==> config.mk <==
export PLATFORM = sky130hd
export DESIGN_NAME = sp_ram_pipe
export DESIGN_NICKNAME = d
export VERILOG_FILES = /design/src/rtl/sp_ram_pipe.sv
export SDC_FILE = /design/constraint.sdc
export NUM_CORES = 2
export LEC_CHECK = 0
export CORE_ASPECT_RATIO = 1.5
export CORE_UTILIZATION = 40
export DETAILED_ROUTE_END_ITERATION = 12
export PLACE_DENSITY = 0.67
export SYNTH_ARGS = -nofsm -noshare
export SYNTH_HDL_FRONTEND = slang
export SYNTH_SLANG_ARGS = --single-unit
==> constraint.sdc <==
create_clock -name clk -period 8.7 [get_ports clk]
set_input_delay 2.61 -clock clk [delete_from_list [all_inputs] [get_ports clk]]
set_output_delay 2.61 -clock clk [all_outputs]
set_load 0.01 [all_outputs]
==> src/rtl/sp_ram_pipe.sv <==
// sp_ram_pipe: single-port byte-enabled RAM with power-on clear and pipelined read responses.
module sp_ram_pipe #(
  parameter int DATA_W   = 32,
  parameter int ADDR_W   = 6,
  parameter int OUT_REG  = 0,
  parameter int RDW_MODE = 0
) (
  input  logic                clk,
  input  logic                rst,
  input  logic                req,
  input  logic                we,
  input  logic [ADDR_W-1:0]   addr,
  input  logic [DATA_W-1:0]   wdata,
  input  logic [DATA_W/8-1:0] be,
  output logic                ready,
  output logic [DATA_W-1:0]   rdata,
  output logic                rvalid,
  output logic                init_done
);
  localparam int DEPTH = 2**ADDR_W;
  localparam int NB = DATA_W / 8;
  typedef enum logic {INIT, RUN} state_t;
  state_t state, state_nx;
  logic [ADDR_W-1:0] cnt;
  logic [DATA_W-1:0] mem [DEPTH];
  logic [DATA_W-1:0] old_w, merged, sel;
  logic acc, resp;
  logic p_v, o_v;
  logic [DATA_W-1:0] p_d, o_d;
  assign ready = state == RUN;
  assign init_done = state == RUN;
  assign acc = req && ready;
  assign old_w = mem[addr];
  assign resp = acc && (!we || RDW_MODE != 2);
  assign sel = (we && RDW_MODE == 0) ? merged : old_w;
  always_comb begin
    merged = old_w;
    for (int i = 0; i < NB; i++)
      if (be[i]) merged[8*i +: 8] = wdata[8*i +: 8];
  end
  always_comb state_nx = (state == INIT && &cnt) ? RUN : state;
  always_ff @(posedge clk or posedge rst)
    if (rst) begin
      state <= INIT;
      cnt <= '0;
    end else begin
      state <= state_nx;
      cnt <= (state == INIT) ? cnt + 1'b1 : cnt;
    end
  always_ff @(posedge clk)
    if (state == INIT) mem[cnt] <= '0;
    else if (acc && we) mem[addr] <= merged;
  // p_* captures the array word at acceptance, o_* is the response register one edge later
  always_ff @(posedge clk or posedge rst)
    if (rst) begin
      p_v <= 1'b0;
      p_d <= '0;
      o_v <= 1'b0;
      o_d <= '0;
    end else begin
      p_v <= resp;
      if (resp) p_d <= sel;
      o_v <= p_v;
      if (p_v) o_d <= p_d;
    end
  generate
    if (OUT_REG != 0) begin : g_oreg
      logic q_v;
      logic [DATA_W-1:0] q_d;
      always_ff @(posedge clk or posedge rst)
        if (rst) begin
          q_v <= 1'b0;
          q_d <= '0;
        end else begin
          q_v <= o_v;
          if (o_v) q_d <= o_d;
        end
      assign rvalid = q_v;
      assign rdata = q_d;
    end else begin : g_noreg
      assign rvalid = o_v;
      assign rdata = o_d;
    end
  endgenerate
endmodule

==> impl_metrics.yaml <==
floorplan:
  chipWidth_microns: 372
  die_h_microns: 557
  die-area_sq_um: 208000
  start_util: 0.403
  core_sq_um: 204000
  std_cell_rows: 203
  ios: 81
critical_path:
  path_class: "in2reg"
  critPathLaunch: "addr[2]"
  rrSetupSlack_ns: 4.38
  path_cells: "clkdlybuf4s50_1 > and3_4 > buf_4 > a22o_1 > or4_1 > a221o_2"
  cp_max_fo: 64
  end_kind: "register"
  reg2reg_from: "init_done"
  cp.arrival_ns: 7.11
  slowest_stage: "clkdlybuf4s50_1"
  setup.worst_path.start_class: "input port"
  r2r_end: "mem[22][8]"
  r2r.worst_path.cells: 7
  max_stage_delay_ns: 1.16
  cp_data_required_time_ns: 9.13
timing:
  tightest_slew_ns: 1.47
  setup_tns_ns: 0
  slew_headroom: 0.0145
  slew_violations: 0
  min_period_over_period: 0.768
  fmax_ghz: 0.150
  finalHoldViolations: 0
  setup_viol: 0
  post-route-min-period_ns: 6.68
  rsz0062_at_grt: "false"
  fin_skew_ns: 0.0490
run_status:
  violations: "max-capacitance violations"
  status: "complete, but fails checks"
synth:
  synth_most_common_cell: "edfxtp_1"
  ys_top_cells_by_area: "edfxtp_1 75%, mux4_2 7.0%, mux2_2 5.7%, dfrtp_1 2.2%, a22o_1 1.4%"
  yosysSeqAreaShare: 0.770
  syn_avg_cell_area_sq_um: 19.7
  syn-cell-area_sq_um: 82300
  async_reset_ff_frac: 0.0344
  yosys.area.top_type: "edfxtp_1"
  netlist_top_cells_count: "2048 x edfxtp_1, 417 x mux2_2, 256 x mux4_2"
  ys.flop_type: "edfxtp_1"
  yosysUniqueCellTypes: 39
  yosys_warnings: 0
  syn_nets: 4227
  synth_edf_count: 2048
  synth-seq-cells: 2121
  netlist_instances: 4180
  synth_top_area_share: 0.748
min_path:
  min_path_cells: 1
  min-delay-start: "rdata[16]"
  min_path_type: "reg2reg"
  hold_end: "rdata[16]"
global_routing:
  grt.busiest_layer: "met2"
  use_met2: 0.387
  antenna_found_initial: 5
  grt_pass1_vias: 43500
  grt_max_degree: 113
  gr-usage-all-layers: 0.219
  overflow: 0
  gr-usage-met1: 0.259
  grt_pass1_wl_mm: 321
  met3_usage: 0.0381
drt:
  drt_iter0_markers: 4925
  ant_nets: 0
  vias: 43300
  viasPerCell: 6.06
  drc: 0
  drt_wl_total_mm: 230
  wl_per_cell_microns: 32.2
  first_pass_iters: 5
cts:
  post-cts-setup-buffers: 0
  post_cts_resized: 0
  clockBufferDepth: 4
  numCtsBuffers: 179
  hold_buffers: 0
  h-tree-depth: 4
  insertion_delay_ns: 0.83
  cts-root-buf: "clkbuf_16"
  cts_num_sinks: 2121
  tritoncts: "yes"
  clkSlewWorstSetupHoldPaths_ns: 0.07
finish:
  fin_cells: 7139
  syn_to_final_growth_pct: 12.7
  finalNetCount: 4383
  drive_gt1_frac: 0.264
placement:
  place_hpwl_mm: 129
  globalplace.congestion: 0.821
  place_inst: 6820
  portBuffers: 80
pwr:
  power_density_nw_per_um2: 207
  power.leakage_nw: 23.9
  ir_worst_vdd_mv: 0.152
flow_run:
  cap_violations: 1
-- state kept, by name, summed over array words and instances, names as in the netlist --
register	flops
init_done	1
cnt	6
mem	2048
rdata	32
p_v	1
p_d	32
rvalid	1
-- how the worst max path moves through the flow --
stage | to | slack, ns | cells after the start
after floorplan | mem[11][0] | 2.64 | 9
after global placement | mem[12][10] | 1.38 | 7
after detailed placement | mem[9][23] | 1.29 | 6
after CTS | mem[28][23] | 2.14 | 6
after global routing | mem[29][10] | 1.96 | 7
final | mem[26][29] | 2.02 | 6
-- per-layer routing --
layer	vias up	share of wire
li1	17600	-
met1	22900	0.35
met2	2277	0.52
met3	537	0.081
met4	4	0.049
met5	-	0.000087
-- final cells by class --
class	instances	area (sq um)
fill	17000	112000
sequential	2121	63300
multi-input combinational	1802	18400
clock buffer	244	4900
tap	2665	3330
timing repair buffer	227	2210
clock inverter	72	479
inverter	5	21.3
antenna	3	7.51
-- kinds of logic (layout without fill, tap and decap cells) --
family	after synthesis	in the layout	share of synthesized area
simple gates	492	492	0.0334
mux	674	674	0.127
buf+inv	257	548	0.0138
flops	2121	2121	0.770
fa+ha+maj	1	1	0.000152
other cells	0	3	0
compound gates	630	630	0.0551
xor+xnor	5	5	0.000532
-- per-stage QoR --
| stage | area (sq um) | hold WS (ns) | utilization | total power, mW | setup slack (ns) |
|---|---|---|---|---|---|
| 2_1_floorplan | 82300 | 0.352 | - | 11.6 | 2.64 |
| 3_3_place_gp | 87300 | 0.491 | 0.428 | 11.8 | 1.38 |
| 3_5_place_dp | 87300 | 0.495 | 0.428 | 11.8 | 1.29 |
| 4_1_cts | 92700 | 0.510 | 0.454 | 19.3 | 2.14 |
| 5_1_grt | 92700 | 0.531 | 0.454 | 19.6 | 1.96 |
| 6_report | 92700 | 0.508 | 0.454 | 19.2 | 2.02 |
-- worst max-delay path, delay by kind of cell --
kind,cells,cell delay [ns]
buffers and inverters,2,1.94
AOI/OAI and AO/OA,2,1.23
and+or+nand+nor,2,1.18
-- layout by cell type, fill, tap and decap left out, types with 3 or more instances in the layout --
cell type and n:
edfxtp_1 2048, mux2_2 417, mux4_2 256, clkbuf_16 181
nor3_1 131, nor2b_1 130, o21ai_0 130, o22ai_1 129
a22o_1 128, a211oi_1 128, buf_4 123, clkdlybuf4s50_1 78
dfrtp_1 72, nor2_4 67, or4_1 64, clkbuf_1 50
clkinv_2 36, and3_1 34, a221o_1 34, a21o_1 33
a221o_2 30, nand2_1 28, buf_12 24, clkinv_1 21
clkbuf_8 13, nand3_1 9, a21oi_1 8, inv_6 5
nor3b_2 4, inv_1 4, nand2b_1 4, nand3b_1 4
nor2_1 4, xnor2_1 4, bufinv_16 4, diode_2 3
a21oi_2 3, nor3_2 3, clkinvlp_4 3
-- report_power, final --
part	total (mW)	switching, mW	internal, mW
clock network	7.63	3.56	4.07
logic	0.566	0.369	0.197
registers	11.0	0	11.0
(Power assumes the default switching activity.)
